## src/rtl/methane_mem_pkg.sv

```systemverilog
// Shared types and constants for the core-side memory/IO proxy port.
// Address constants are here so the core and benches agree on the proxy map.
package methane_mem_pkg;

  typedef enum logic [1:0] {
    ARB_IDLE,
    ARB_ISSUE,
    ARB_SETTLE,
    ARB_WAIT
  } arb_state_t;

  localparam logic REQ_FETCH = 1'b0;
  localparam logic REQ_DATA  = 1'b1;

  localparam logic [31:0] UART_RX_ADDR = 32'h0001_0000;
  localparam logic [31:0] UART_TX_ADDR = 32'h0001_0004;
  localparam logic [31:0] LED_ADDR     = 32'h0001_0008;

endpackage

```

## src/rtl/rr_pick2.sv

```systemverilog
// Two-way round-robin picker: a lone requester wins, a tie goes to the one
// not granted last. The pointer moves only when the caller accepts a grant.
module rr_pick2 (
  input  logic       clk,
  input  logic       rst,
  input  logic [1:0] req_i,
  input  logic       accept_i,
  output logic       grant_idx_o,
  output logic       grant_valid_o
);

  logic last_q;

  always_comb begin
    grant_valid_o = |req_i;
    if (req_i == 2'b11) grant_idx_o = ~last_q;
    else                grant_idx_o = req_i[1];
  end

  // Reset to "m1 granted last" so m0 wins the first tie.
  // NOTE: sequential state uses non-blocking assignments so every flop
  // samples the pre-edge value of the others.
  always_ff @(posedge clk or posedge rst) begin
    if (rst)                                last_q <= 1'b1;
    else if (accept_i && grant_valid_o)     last_q <= grant_idx_o;
  end

endmodule

```

## src/rtl/mem_port_arbiter.sv

```systemverilog
// Shares the proxy's single core-side port between fetch (m0) and data (m1),
// strobing load/we for exactly one cycle and waiting on the level-type done.
module mem_port_arbiter
  import methane_mem_pkg::*;
#(
  parameter int DATA_W  = 32,
  parameter int ADDR_W  = 32,
  parameter int TIMEOUT = 0
) (
  input  logic              clk,
  input  logic              rst,
  input  logic              m0_req,
  input  logic              m1_req,
  input  logic [ADDR_W-1:0] m0_addr,
  input  logic [ADDR_W-1:0] m1_addr,
  input  logic [DATA_W-1:0] m0_din,
  input  logic [DATA_W-1:0] m1_din,
  input  logic [3:0]        m0_we,
  input  logic [3:0]        m1_we,
  input  logic              m0_load,
  input  logic              m1_load,
  output logic [DATA_W-1:0] m0_rdata,
  output logic [DATA_W-1:0] m1_rdata,
  output logic              m0_valid,
  output logic              m1_valid,
  output logic              m0_err,
  output logic              m1_err,
  output logic [ADDR_W-1:0] c_addr,
  output logic [DATA_W-1:0] c_din,
  output logic [3:0]        c_write_enable,
  output logic              load,
  input  logic [DATA_W-1:0] c_dout,
  input  logic              done
);

  localparam logic [31:0] TIMEOUT_LAST = (TIMEOUT == 0) ? 32'd0 : 32'(TIMEOUT - 1);

  arb_state_t        state_q, state_d;
  logic              owner_q, owner_d;
  logic [ADDR_W-1:0] addr_q, addr_d;
  logic [DATA_W-1:0] din_q, din_d;
  logic [3:0]        we_q, we_d;
  logic              load_q, load_d;
  logic [31:0]       cnt_q, cnt_d;
  logic [DATA_W-1:0] rdata0_q, rdata0_d, rdata1_q, rdata1_d;
  logic              valid0_q, valid0_d, valid1_q, valid1_d;
  logic              err0_q, err0_d, err1_q, err1_d;

  logic              finish, abort;
  logic [DATA_W-1:0] result;
  logic [1:0]        eff_req;
  logic              grant_idx, grant_valid;

  // A requester still holding req during its own valid cycle has not yet
  // seen completion, so it must not be re-granted in that cycle.
  assign eff_req = {m1_req & ~valid1_q, m0_req & ~valid0_q};

  rr_pick2 u_pick (
    .clk           (clk),
    .rst           (rst),
    .req_i         (eff_req),
    .accept_i      (state_q == ARB_IDLE),
    .grant_idx_o   (grant_idx),
    .grant_valid_o (grant_valid)
  );

  always_comb begin
    // NOTE: every variable gets a default before the case so no path can
    // leave one unassigned and infer a latch.
    state_d  = state_q;
    owner_d  = owner_q;
    addr_d   = addr_q;
    din_d    = din_q;
    we_d     = we_q;
    load_d   = load_q;
    cnt_d    = cnt_q;
    rdata0_d = rdata0_q;
    rdata1_d = rdata1_q;
    valid0_d = 1'b0;
    valid1_d = 1'b0;
    err0_d   = 1'b0;
    err1_d   = 1'b0;
    finish   = 1'b0;
    abort    = 1'b0;
    result   = '0;

    case (state_q)
      ARB_IDLE: begin
        if (grant_valid) begin
          owner_d = grant_idx;
          addr_d  = (grant_idx == REQ_DATA) ? m1_addr : m0_addr;
          din_d   = (grant_idx == REQ_DATA) ? m1_din  : m0_din;
          we_d    = (grant_idx == REQ_DATA) ? m1_we   : m0_we;
          load_d  = (grant_idx == REQ_DATA) ? m1_load : m0_load;
          state_d = ARB_ISSUE;
        end
      end
      ARB_ISSUE: begin
        cnt_d   = '0;
        state_d = ARB_SETTLE;
      end
      ARB_SETTLE: begin
        if (done) finish = 1'b1;
        else      state_d = ARB_WAIT;
      end
      ARB_WAIT: begin
        cnt_d = cnt_q + 32'd1;
        if (done)                                         finish = 1'b1;
        else if (TIMEOUT != 0 && cnt_q == TIMEOUT_LAST)   abort  = 1'b1;
      end
      default: state_d = ARB_IDLE;
    endcase

    if (finish || abort) begin
      state_d = ARB_IDLE;
      result  = finish ? c_dout : '0;
      if (owner_q == REQ_DATA) begin
        rdata1_d = result;
        valid1_d = 1'b1;
        err1_d   = abort;
      end else begin
        rdata0_d = result;
        valid0_d = 1'b1;
        err0_d   = abort;
      end
    end
  end

  always_ff @(posedge clk or posedge rst) begin
    if (rst) begin
      state_q  <= ARB_IDLE;
      owner_q  <= REQ_FETCH;
      addr_q   <= '0;
      din_q    <= '0;
      we_q     <= '0;
      load_q   <= 1'b0;
      cnt_q    <= '0;
      rdata0_q <= '0;
      rdata1_q <= '0;
      valid0_q <= 1'b0;
      valid1_q <= 1'b0;
      err0_q   <= 1'b0;
      err1_q   <= 1'b0;
    end else begin
      state_q  <= state_d;
      owner_q  <= owner_d;
      addr_q   <= addr_d;
      din_q    <= din_d;
      we_q     <= we_d;
      load_q   <= load_d;
      cnt_q    <= cnt_d;
      rdata0_q <= rdata0_d;
      rdata1_q <= rdata1_d;
      valid0_q <= valid0_d;
      valid1_q <= valid1_d;
      err0_q   <= err0_d;
      err1_q   <= err1_d;
    end
  end

  // Strobes are gated by ISSUE so the proxy never sees a second trigger.
  assign c_addr         = addr_q;
  assign c_din          = din_q;
  assign c_write_enable = (state_q == ARB_ISSUE) ? we_q : 4'b0000;
  assign load           = (state_q == ARB_ISSUE) && load_q;
  assign m0_rdata       = rdata0_q;
  assign m1_rdata       = rdata1_q;
  assign m0_valid       = valid0_q;
  assign m1_valid       = valid1_q;
  assign m0_err         = err0_q;
  assign m1_err         = err1_q;

endmodule

```

## config.mk

```make
export PLATFORM = sky130hd
export DESIGN_NAME = mem_port_arbiter
export DESIGN_NICKNAME = d
export VERILOG_FILES = /design/src/rtl/methane_mem_pkg.sv /design/src/rtl/rr_pick2.sv /design/src/rtl/mem_port_arbiter.sv
export SDC_FILE = /design/constraint.sdc
export NUM_CORES = 1
export LEC_CHECK = 0
export ABC_AREA = 1
export ABC_CLOCK_PERIOD_IN_PS = 9950
export CELL_PAD_IN_SITES_DETAIL_PLACEMENT = 1
export CELL_PAD_IN_SITES_GLOBAL_PLACEMENT = 2
export CORE_ASPECT_RATIO = 0.7
export CORE_UTILIZATION = 24
export CTS_BUF_LIST = sky130_fd_sc_hd__clkbuf_2 sky130_fd_sc_hd__clkbuf_4 sky130_fd_sc_hd__clkbuf_8
export DETAILED_ROUTE_END_ITERATION = 16
export PLACE_DENSITY = 0.93
export SLEW_MARGIN = 0
export SYNTH_ARGS = -nofsm -noshare
export SYNTH_HDL_FRONTEND = slang
export SYNTH_HIERARCHICAL = 1
export SYNTH_SLANG_ARGS = --single-unit
```

## constraint.sdc

```tcl
create_clock -name clk -period 9.95 [get_ports clk]
set_clock_uncertainty 0.05 [all_clocks]
set_input_delay 2.4875 -clock clk [delete_from_list [all_inputs] [get_ports clk]]
set_output_delay 2.4875 -clock clk [all_outputs]
set_load 0.02 [all_outputs]
```

==> impl_summary.txt, run 1 <==
----------------------------------------------------
[Outcome]
  Outcome ... finished, final reports clean

[Global route]
  Met3 usage in global routing ... 0.0481
  Global Route met1 Usage ... 0.252
  Initial antenna violation count ... 1
  Largest net degree at the start of global routing ... 78
  Global-route congestion overflow total ... 0
  Most used routing layer ... met2
  First-pass GRT wire length ... 36100 um
  Via count of the first global-routing pass ... 6327
  Global routing met2 resource utilization ... 0.279
  Total routing resource utilization after global routing ... 0.181

[Timing]
  Final count of pins violating max slew ... 0
  WHS ... 0.434 ns
  Time the final worst path needs with I/O delays and setup ... 5.05 ns
  Slew Limit Headroom ... 0.388
  Final-report setup violation count ... 0
  Portion of the clock cycle consumed by the worst path in the final layout ... 0.507
  Slew at the pin closest to its max-slew limit ... 0.916 ns
  Number of hold-slack violations in the final timing report ... 0
  Achievable clock frequency ... 198 MHz
  Final total negative setup slack ... 0 ns
  RSZ-0062 raised after global routing ... no

[Pwr]
  Share of power burned in the clock network ... 0.150
  Leakage power ... 4.22 nW
  Gate power share ... 0.533
  Total chip power ... 3.13 mW
  Cell Pwr Density ... 321 mW/mm^2
  Fraction of power spent switching nets ... 0.435
  Internal Power ... 1.77 mW
  Switching power ... 1.36 mW
  Peak ir drop on the vdd network ... 0.000118 V
  Seq pwr share ... 0.317

[Placed design]
  RD Place Congestion ... 0.757
  Number of input and output port buffers inserted ... 309
  Estimated wirelength of the detail-placed design ... 15800 um

[Synth]
  Mapped Avg Cell Area ... 8.43 um^2
  Sequential fraction of the synthesis area ... 0.577
  Flip-flop and latch count after synthesis ... 139
  Number of unique standard cell types used by synthesis ... 23
  Synth warnings ... 6
  Cell Area, Synth ... 0.00603 mm^2
  Post-Syn Instances ... 716

[Clock tree]
  H-tree depth ... 4
  Buffers from clock root to sink, at most ... 2
  Clock-pin transition on the worst setup and hold timing paths ... 0.08 ns
  Number of instances resized during post-cts repair ... 0
  CTS sink cnt ... 139
  Setup repair bufs after CTS ... 0
  Clock tree root driver cell ... sky130_fd_sc_hd__clkbuf_8
  Hold bufs inserted after CTS ... 0
  CTS buffer count ... 17
  Latest clock arrival within the worst-skew pair ... 0.44 ns
  Clock tree from TritonCTS ... built

[Layout]
  Total number of nets in the final design ... 1182
  ANT cells ... 0
  Share of post-route cells with drive strength above 1 ... 0.0473
  Growth of design area from synthesis to finish ... 61.6%

[Worst setup path]
  Library cell contributing the largest single delay on the critical path ... sky130_fd_sc_hd__buf_4
  Class of the most critical setup path ... input pin to flop
  Largest incremental delay on the critical path ... 0.60 ns
  CP Launch Type ... input pin
  CP delay by family, top ... buffers and inverters
  Setup crit end kind ... flop
  Data required time at the worst endpoint ... 10.21 ns
  Critical path arrival ... 5.31 ns
  Worst-path maximum fanout ... 70
  CP cell instances ... clkdlybuf4s50_1 -> inv_1 -> nor2_1 -> a21boi_4 -> buf_4 -> inv_2 -> buf_4 -> a21oi_1 -> a21oi_1
  Buffers & Inverters on Critical Path ... 5

[Route]
  Initial DRC count ... 251
  Detail-routed net length per standard cell ... 17.4 um
  First-pass iteration count of the detailed router ... 4
  Total Wirelength ... 23300 um
  Post-route DRC ... 0
  Post-DR vias/cell ... 4.50
  Via total after detailed routing ... 6029
  Remaining antenna violation count ... 0

[Die]
  DIE AREA ... 0.0258 mm^2
  Site Rows ... 48
  Starting density of the core ... 0.244
  Core region area ... 0.0247 mm^2
  Number of ports placed on the die boundary ... 312
  Chip width ... 192 um
  Vertical die dimension ... 135 um

[Flow run]
  Maxcap violations ... 0

[Hold path]
  Hold Path Class ... flop to flop

----------------------------------------------------
==> layer usage <==
metal / wire length [um] / part of all wire / vias up
li1: - / - / 2889
met3: 1530 / 0.066 / 16
met4: 206 / 0.0088 / 2
met2: 10600 / 0.45 / 195
met5: 13 / 0.00056 / -
met1: 11000 / 0.47 / 2927
==> cell type report <==
class                           instances  area (um^2)
Clock buffer                           18          248
Clock inverter                         12          140
Fill cell                            2933        14900
Inverter                               17         68.8
Multi-Input combinational cell        511         2260
Sequential cell                       139         3480
Tap cell                              325          407
Timing Repair Buffer                  317         3150
==> synth_stat cells <==
cell type | n | area share
sky130_fd_sc_hd__inv_1 | 14 | 0.0087
sky130_fd_sc_hd__or2_1 | 1 | 0.0010
sky130_fd_sc_hd__buf_1 | 1 | 0.00062
sky130_fd_sc_hd__nand2_1 | 215 | 0.13
sky130_fd_sc_hd__o21ai_4 | 1 | 0.0027
sky130_fd_sc_hd__a21boi_1 | 1 | 0.0012
sky130_fd_sc_hd__clkbuf_1 | 19 | 0.012
sky130_fd_sc_hd__o21ai_0 | 54 | 0.045
sky130_fd_sc_hd__nand2_2 | 1 | 0.0010
sky130_fd_sc_hd__dfstp_2 | 1 | 0.0044
sky130_fd_sc_hd__nor2_4 | 1 | 0.0019
sky130_fd_sc_hd__nand3_1 | 3 | 0.0025
sky130_fd_sc_hd__inv_2 | 3 | 0.0019
sky130_fd_sc_hd__buf_4 | 9 | 0.011
sky130_fd_sc_hd__ha_1 | 4 | 0.0083
sky130_fd_sc_hd__nor2_1 | 76 | 0.047
sky130_fd_sc_hd__buf_2 | 21 | 0.017
sky130_fd_sc_hd__nor2_2 | 1 | 0.0010
sky130_fd_sc_hd__a21oi_1 | 138 | 0.11
sky130_fd_sc_hd__conb_1 | 1 | 0.00062
sky130_fd_sc_hd__dfrtp_1 | 138 | 0.57
sky130_fd_sc_hd__o21ai_1 | 12 | 0.010
sky130_fd_sc_hd__nand3b_1 | 1 | 0.0012
==> logic make-up (layout without fill, tap and decap cells) <==
family / count (synthesis) / after routing / synth area share
adder cells (fa/ha/maj): 4 / 4 / 0.00829
AO/OA/AOI/OAI: 206 / 206 / 0.173
flip-flops: 139 / 139 / 0.577
AND/OR/NAND/NOR: 299 / 299 / 0.190
other: 1 / 2 / 0.000621
buffers and inverters: 67 / 364 / 0.0516
==> through the flow <==
step / worst slack [ns] / utilization / area [um^2] / instances
after floorplan: 3.72 / - / 6040 / 717
after CTS: 4.95 / 0.395 / 9750 / 1339
after global routing: 4.76 / 0.395 / 9750 / 1339
final: 4.90 / 0.395 / 9750 / 1339
after global placement: 4.56 / 0.379 / 9370 / 1309
after detailed placement: 4.47 / 0.379 / 9370 / 1309
==> worst min-delay path, delay by kind of cell, from the launching register on <==
kind,cells,cell delay [ns]
flops,1,0.34
compound gates,1,0.06
simple gates,1,0.05
==> sequential cells by signal, summed over array words and instances (netlist names) <==
register / count
m1_rdata: 32
c_addr: 32
u_pick/last_q: 1
state_q: 2
m1_valid: 1
m0_rdata: 32
we_q: 4
c_din: 32
m0_valid: 1
load_q: 1
owner_q: 1
==> cell usage in the layout, fill, tap and decap left out <==
cell type and count:
sky130_fd_sc_hd__inv_1 13, sky130_fd_sc_hd__clkdlybuf4s50_1 309, sky130_fd_sc_hd__o21ai_1 12, sky130_fd_sc_hd__nand2_2 1
sky130_fd_sc_hd__nor2_4 1, sky130_fd_sc_hd__clkinv_2 1, sky130_fd_sc_hd__nor2_1 76, sky130_fd_sc_hd__conb_1 2
sky130_fd_sc_hd__inv_6 5, sky130_fd_sc_hd__nor2_2 1, sky130_fd_sc_hd__clkinvlp_4 3, sky130_fd_sc_hd__nand2_1 215
sky130_fd_sc_hd__ha_1 4, sky130_fd_sc_hd__a21boi_4 1, sky130_fd_sc_hd__dfrtp_1 138, sky130_fd_sc_hd__clkbuf_8 18
sky130_fd_sc_hd__nand3_1 3, sky130_fd_sc_hd__o21ai_4 1, sky130_fd_sc_hd__bufinv_16 2, sky130_fd_sc_hd__buf_4 8
sky130_fd_sc_hd__nand3b_1 1, sky130_fd_sc_hd__a21oi_1 138, sky130_fd_sc_hd__inv_2 3, sky130_fd_sc_hd__or2_1 1
sky130_fd_sc_hd__o21ai_0 54, sky130_fd_sc_hd__clkinv_4 2, sky130_fd_sc_hd__dfstp_2 1
==> power by group through the flow <==
| stage | Clock (mW) | Combinational (mW) | Sequential (mW) |
|---|---|---|---|
| 6_report | 0.470 | 1.67 | 0.993 |
| 3_3_place_gp | 0 | 1.66 | 0.992 |
| 5_1_grt | 0.513 | 1.81 | 1.03 |
| 4_1_cts | 0.492 | 1.70 | 0.996 |
| 2_1_floorplan | 0 | 0.576 | 1.29 |
| 3_5_place_dp | 0 | 1.69 | 1.00 |
==> path summary, 6_finish.rpt <==
kind / startpoint / end / slack [ns] / cells past startpoint
hold / removal: m1_rdata[8] / m1_rdata[8] / 0.43 / 2
setup reg to reg: m1_valid / c_addr[1] / 7.05 / 7
setup / recovery: m1_req / c_addr[1] / 4.90 / 9
hold reg to reg: m1_rdata[8] / m1_rdata[8] / 0.43 / 2
min in group asynchronous: rst / u_pick/last_q / 2.44 / 2
max in group asynchronous: rst / c_addr[4] / 5.93 / 3
(Power assumes the default switching activity.)
==> run 2: changes to the inputs <==
--- a/config.mk
+++ b/config.mk
@@ -6,14 +6,14 @@
 export NUM_CORES = 1
 export LEC_CHECK = 0
 export ABC_AREA = 1
-export ABC_CLOCK_PERIOD_IN_PS = 9950
+export ABC_CLOCK_PERIOD_IN_PS = 4400
 export CELL_PAD_IN_SITES_DETAIL_PLACEMENT = 1
 export CELL_PAD_IN_SITES_GLOBAL_PLACEMENT = 2
 export CORE_ASPECT_RATIO = 0.7
-export CORE_UTILIZATION = 24
+export CORE_UTILIZATION = 20
 export CTS_BUF_LIST = sky130_fd_sc_hd__clkbuf_2 sky130_fd_sc_hd__clkbuf_4 sky130_fd_sc_hd__clkbuf_8
 export DETAILED_ROUTE_END_ITERATION = 16
-export PLACE_DENSITY = 0.93
+export PLACE_DENSITY = 0.83
 export SLEW_MARGIN = 0
 export SYNTH_ARGS = -nofsm -noshare
 export SYNTH_HDL_FRONTEND = slang
==> constraint.sdc (replaced) <==
create_clock -name clk -period 4.4 [get_ports clk]
set_clock_uncertainty 0.05 [all_clocks]
set_input_delay 1.1 -clock clk [delete_from_list [all_inputs] [get_ports clk]]
set_output_delay 1.1 -clock clk [all_outputs]
set_load 0.02 [all_outputs]
==> impl_summary.txt, run 2 (synthesis gave the netlist of run 1 again) <==
----------------------------------------------------
[Die]
  Site Rows ... 52
  Number of ports placed on the die boundary ... 312
  DIE AREA ... 0.0309 mm^2
  Starting density of the core ... 0.206
  Vertical die dimension ... 147 um
  Chip width ... 210 um
  Core region area ... 0.0293 mm^2

[Worst setup path]
  CP delay by family, top ... buffers and inverters
  Critical path arrival ... 2.14 ns
  Setup crit end kind ... primary output
  Worst Setup SP ... state_q[1]
  CP cell instances ... inv_1 -> ha_1 -> nand2_1 -> inv_1 -> clkdlybuf4s50_1
  Worst-path maximum fanout ... 5
  Buffers & Inverters on Critical Path ... 3
  Largest incremental delay on the critical path ... 0.63 ns
  Most Frequent Cell on Critical Path ... sky130_fd_sc_hd__inv_1
  Library cell contributing the largest single delay on the critical path ... sky130_fd_sc_hd__clkdlybuf4s50_1
  CP Launch Type ... flop
  R2R Path Start ... m0_valid
  Data required time at the worst endpoint ... 3.25 ns
  Class of the most critical setup path ... flop to primary output

[Route]
  Total Wirelength ... 24500 um
  Post-route DRC ... 0
  Remaining antenna violation count ... 0
  Detail-routed net length per standard cell ... 17.5 um
  Post-DR vias/cell ... 4.36
  First-pass iteration count of the detailed router ... 4
  Initial DRC count ... 220
  Via total after detailed routing ... 6094

[Clock tree]
  Clock-pin transition on the worst setup and hold timing paths ... 0.09 ns
  H-tree depth ... 4
  Latest clock arrival within the worst-skew pair ... 0.45 ns
  Setup repair bufs after CTS ... 0
  Buffers from clock root to sink, at most ... 2
  Clock tree from TritonCTS ... built
  CTS sink cnt ... 139
  Hold bufs inserted after CTS ... 0
  Clock tree root driver cell ... sky130_fd_sc_hd__clkbuf_8
  CTS buffer count ... 17
  Number of instances resized during post-cts repair ... 0

[Layout]
  Share of post-route cells with drive strength above 1 ... 0.0511
  Growth of design area from synthesis to finish ... 63.2%
  Total number of nets in the final design ... 1184
  Final core utilization ... 0.336
  Most common library cell in the layout ignoring fill and taps ... sky130_fd_sc_hd__clkdlybuf4s50_1
  Highest-count cells in the layout ignoring fill and taps ... 309 x sky130_fd_sc_hd__clkdlybuf4s50_1, 215 x sky130_fd_sc_hd__nand2_1, 138 x sky130_fd_sc_hd__a21oi_1, 138 x sky130_fd_sc_hd__dfrtp_1, 76 x sky130_fd_sc_hd__nor2_1

[Timing]
  Final-report setup violation count ... 0
  Final worst slack ... 1.11 ns
  Slew Limit Headroom ... 0.370
  Achievable clock frequency ... 304 MHz
  Final total negative setup slack ... 0 ns
  Slew at the pin closest to its max-slew limit ... 0.945 ns
  RSZ-0062 raised after global routing ... no
  Final count of pins violating max slew ... 0
  Number of hold-slack violations in the final timing report ... 0
  Portion of the clock cycle consumed by the worst path in the final layout ... 0.747
  Time the final worst path needs with I/O delays and setup ... 3.29 ns

[Outcome]
  Outcome ... finished, final reports clean

[Global route]
  Via count of the first global-routing pass ... 6604
  First-pass GRT wire length ... 38700 um
  Initial antenna violation count ... 1
  Total routing resource utilization after global routing ... 0.163
  Global-route congestion overflow total ... 0
  Largest net degree at the start of global routing ... 72

[Flow run]
  Maxcap violations ... 0

[Placed design]
  Estimated wirelength of the detail-placed design ... 17200 um
  Setup WS pre-CTS ... 0.800 ns
  RD Place Congestion ... 0.787
  Number of input and output port buffers inserted ... 309

[Pwr]
  Peak ir drop on the vdd network ... 0.000268 V
  Cell Pwr Density ... 723 mW/mm^2
  Leakage power ... 4.23 nW

[Hold path]
  Hold path start ... m0_rdata[29]
  Hold Path Class ... flop to flop

----------------------------------------------------
==> run 2: path summary, 6_finish.rpt <==
path	endpoint	slack [ns]	cells after the start
setup / recovery	c_write_enable[1]	1.11	5
hold / removal	m0_rdata[29]	0.44	2
setup reg to reg	c_din[9]	2.02	6
hold reg to reg	m0_rdata[29]	0.44	2
max in group asynchronous	c_din[0]	2.65	3
min in group asynchronous	u_pick/last_q	0.98	2
==> run 2: power breakdown <==
| group | leakage, nW | internal (mW) | switching (mW) |
|---|---|---|---|
| registers | 1.65 | 1.90 | 0.349 |
| clock network | 0.190 | 0.489 | 0.563 |
| logic | 2.39 | 1.60 | 2.22 |
==> run 2: cell type report <==
class	instances	area (um^2)
fill	3426	19400
inverter	17	67.6
clock buffer	20	269
timing repair buffer	319	3180
multi-input combinational	511	2260
sequential	139	3480
tap	378	473
clock inverter	12	115
antenna	1	2.50
==> run 2: metal layers <==
layer / up-vias / share of wire / track usage
met4: 0 / 0.0099 / 0.0460
met5: - / 0 / 0
met2: 169 / 0.45 / 0.252
met1: 3016 / 0.48 / 0.222
met3: 14 / 0.054 / 0.0436
li1: 2895 / - / -
==> run 2: per-stage QoR <==
stage,power [mW],hold WS (ns),cells,cell area (um^2)
2_1_floorplan,4.21,0.400,717,6040
3_3_place_gp,6.05,0.415,1364,9460
3_5_place_dp,6.15,0.423,1364,9460
4_1_cts,7.25,0.442,1396,9840
5_1_grt,7.65,0.467,1397,9850
6_report,7.12,0.439,1397,9850
==> run 2: worst reg2reg max path, cell delays in order (launching register included) <==
cell and delay (ns):
sky130_fd_sc_hd__dfrtp_1 0.38, sky130_fd_sc_hd__nor2_1 0.31, sky130_fd_sc_hd__a21boi_4 0.10, sky130_fd_sc_hd__inv_2 0.67, sky130_fd_sc_hd__buf_4 0.46, sky130_fd_sc_hd__a21oi_1 0.13
sky130_fd_sc_hd__a21oi_1 0.19
==> run 3: changes to the inputs <==
--- a/config.mk
+++ b/config.mk
@@ -6,7 +6,7 @@
 export NUM_CORES = 1
 export LEC_CHECK = 0
 export ABC_AREA = 1
-export ABC_CLOCK_PERIOD_IN_PS = 4400
+export ABC_CLOCK_PERIOD_IN_PS = 2800
 export CELL_PAD_IN_SITES_DETAIL_PLACEMENT = 1
 export CELL_PAD_IN_SITES_GLOBAL_PLACEMENT = 2
 export CORE_ASPECT_RATIO = 0.7
==> constraint.sdc (replaced) <==
create_clock -name clk -period 2.8 [get_ports clk]
set_clock_uncertainty 0.05 [all_clocks]
set_input_delay 0.7 -clock clk [delete_from_list [all_inputs] [get_ports clk]]
set_output_delay 0.7 -clock clk [all_outputs]
set_load 0.02 [all_outputs]
==> impl_summary.txt, run 3 (synthesis gave the netlist of run 1 again) <==
----------------------------------------------------
[Placed design]
  Number of input and output port buffers inserted ... 309
  RD Place Congestion ... 0.771
  Estimated wirelength of the detail-placed design ... 17200 um
  Setup WS pre-CTS ... 0.158 ns
  Placement-stage cell area ... 0.00962 mm^2

[Pwr]
  Gate power share ... 0.535
  Switching power ... 4.91 mW
  Leakage power ... 4.33 nW
  Cell Pwr Density ... 1140 mW/mm^2
  Peak ir drop on the vdd network ... 0.000509 V
  Seq pwr share ... 0.309
  Internal Power ... 6.51 mW
  Share of power burned in the clock network ... 0.156
  Fraction of power spent switching nets ... 0.430

[Global route]
  Largest net degree at the start of global routing ... 62
  Via count of the first global-routing pass ... 6480
  Initial antenna violation count ... 0
  First-pass GRT wire length ... 38200 um
  Total routing resource utilization after global routing ... 0.160
  Global-route congestion overflow total ... 0

[Timing]
  Final total negative setup slack ... 0 ns
  Slew at the pin closest to its max-slew limit ... 0.654 ns
  Final-report setup violation count ... 0
  RSZ-0062 raised after global routing ... no
  WHS ... 0.444 ns
  Number of hold-slack violations in the final timing report ... 0
  Time the final worst path needs with I/O delays and setup ... 2.51 ns
  Portion of the clock cycle consumed by the worst path in the final layout ... 0.897
  Final count of pins violating max slew ... 0
  Achievable clock frequency ... 398 MHz
  Slew Limit Headroom ... 0.563
  Final worst slack ... 0.288 ns

[Route]
  Initial DRC count ... 237
  First-pass iteration count of the detailed router ... 4
  Remaining antenna violation count ... 0
  Detail-routed net length per standard cell ... 17.4 um
  Post-route DRC ... 0
  Post-DR vias/cell ... 4.36
  Via total after detailed routing ... 6112
  Total Wirelength ... 24500 um

[Worst setup path]
  Data required time at the worst endpoint ... 2.05 ns
  Class of the most critical setup path ... flop to primary output
  CP cell instances ... inv_1 -> ha_2 -> nand2_1 -> inv_1 -> dlygate4sd2_1
  CP Launch Type ... flop
  Largest incremental delay on the critical path ... 0.44 ns
  Cells on worst reg2reg path ... 6
  Worst-path maximum fanout ... 5
  Critical path arrival ... 1.76 ns
  Most Frequent Cell on Critical Path ... sky130_fd_sc_hd__inv_1
  Library cell contributing the largest single delay on the critical path ... sky130_fd_sc_hd__dfrtp_1
  Setup crit end kind ... primary output

[Layout]
  # fillers ... 3444
  Final core utilization ... 0.342
  Footprint of the flip-flops and latches ... 0.00348 mm^2
  Total number of nets in the final design ... 1190
  Share of post-route cells with drive strength above 1 ... 0.0576
  Highest-count cells in the layout ignoring fill and taps ... 304 x sky130_fd_sc_hd__clkdlybuf4s50_1, 215 x sky130_fd_sc_hd__nand2_1, 138 x sky130_fd_sc_hd__a21oi_1, 138 x sky130_fd_sc_hd__dfrtp_1, 76 x sky130_fd_sc_hd__nor2_1
  Most common library cell in the layout ignoring fill and taps ... sky130_fd_sc_hd__clkdlybuf4s50_1
  Multi-input combinational cell area ... 0.00226 mm^2
  Growth of design area from synthesis to finish ... 66.2%
  Cell area after layout ... 0.0100 mm^2

[Clock tree]
  Latest clock arrival within the worst-skew pair ... 0.44 ns
  CTS buffer count ... 17
  H-tree depth ... 4
  Clock-pin transition on the worst setup and hold timing paths ... 0.09 ns
  Hold bufs inserted after CTS ... 0
  Clock tree root driver cell ... sky130_fd_sc_hd__clkbuf_8
  Clock tree from TritonCTS ... built
  CTS sink cnt ... 139
  Buffers from clock root to sink, at most ... 2

[Die]
  Core region area ... 0.0293 mm^2
  Number of ports placed on the die boundary ... 312
  Starting density of the core ... 0.206
  DIE AREA ... 0.0309 mm^2
  Vertical die dimension ... 147 um
  Site Rows ... 52
  Chip width ... 210 um

[Hold path]
  Cell depth of the worst min-delay path ... 2
  Hold Path Class ... flop to flop

[Flow run]
  Maxcap violations ... 0

[Outcome]
  Outcome ... finished, final reports clean

----------------------------------------------------
run 3: final timing paths:
path / slack, ns / startpoint / endpoint
worst max-delay path: 0.29 / state_q[1] / c_write_enable[0]
worst min-delay path: 0.44 / m1_rdata[7] / m1_rdata[7]
worst max register to register: 0.81 / state_q[0] / m1_rdata[21]
worst min register to register: 0.44 / m1_rdata[7] / m1_rdata[7]
max in group asynchronous: 1.51 / rst / m0_rdata[11]
min in group asynchronous: 0.55 / rst / m1_rdata[3]
run 3: through the flow:
step                total power [mW]  cells
finish                          11.4   1403
global route                    12.2   1402
CTS                             11.6   1402
detailed placement              9.79   1370
global placement                9.64   1370
floorplan                       6.62    717
run 3: area by class of cell:
cell class | instances | area share
sequential | 139 | 0.347
timing repair buffer | 325 | 0.332
multi-input combinational | 511 | 0.225
tap | 378 | 0.0472
clock buffer | 20 | 0.0262
clock inverter | 12 | 0.0148
inverter | 17 | 0.00674
antenna | 1 | 0.000250
run 3: critical path: cells and delay by family, from the launching register on:
| kind | cells | cell delay [ns] |
|---|---|---|
| AND/OR/NAND/NOR | 1 | 0.07 |
| buffers and inverters | 3 | 0.53 |
| flip-flops | 1 | 0.44 |
| adder cells (fa/ha/maj) | 1 | 0.27 |
run 3: power groups by stage:
| stage | registers [mW] | logic (mW) | clock network [mW] |
|---|---|---|---|
| global route | 3.66 | 6.63 | 1.95 |
| floorplan | 4.57 | 2.05 | 0 |
| CTS | 3.54 | 6.22 | 1.86 |
| detailed placement | 3.57 | 6.22 | 0 |
| finish | 3.53 | 6.11 | 1.78 |
| global placement | 3.54 | 6.10 | 0 |
run 3: timing repair:
action | in CTS | in global routing
setup endpoints to repair | 5 | 0
buffers inserted | 0 | 0
gates resized for setup | 6 | 0
hold endpoints to repair | 0 | 0
run 3: per-layer routing:
| layer | part of all wire | up-vias | track usage |
|---|---|---|---|
| met5 | 0 | - | 0 |
| met4 | 0.0083 | 0 | 0.0365 |
| met3 | 0.052 | 14 | 0.0406 |
| met2 | 0.45 | 164 | 0.248 |
| met1 | 0.49 | 3020 | 0.224 |
| li1 | - | 2914 | - |
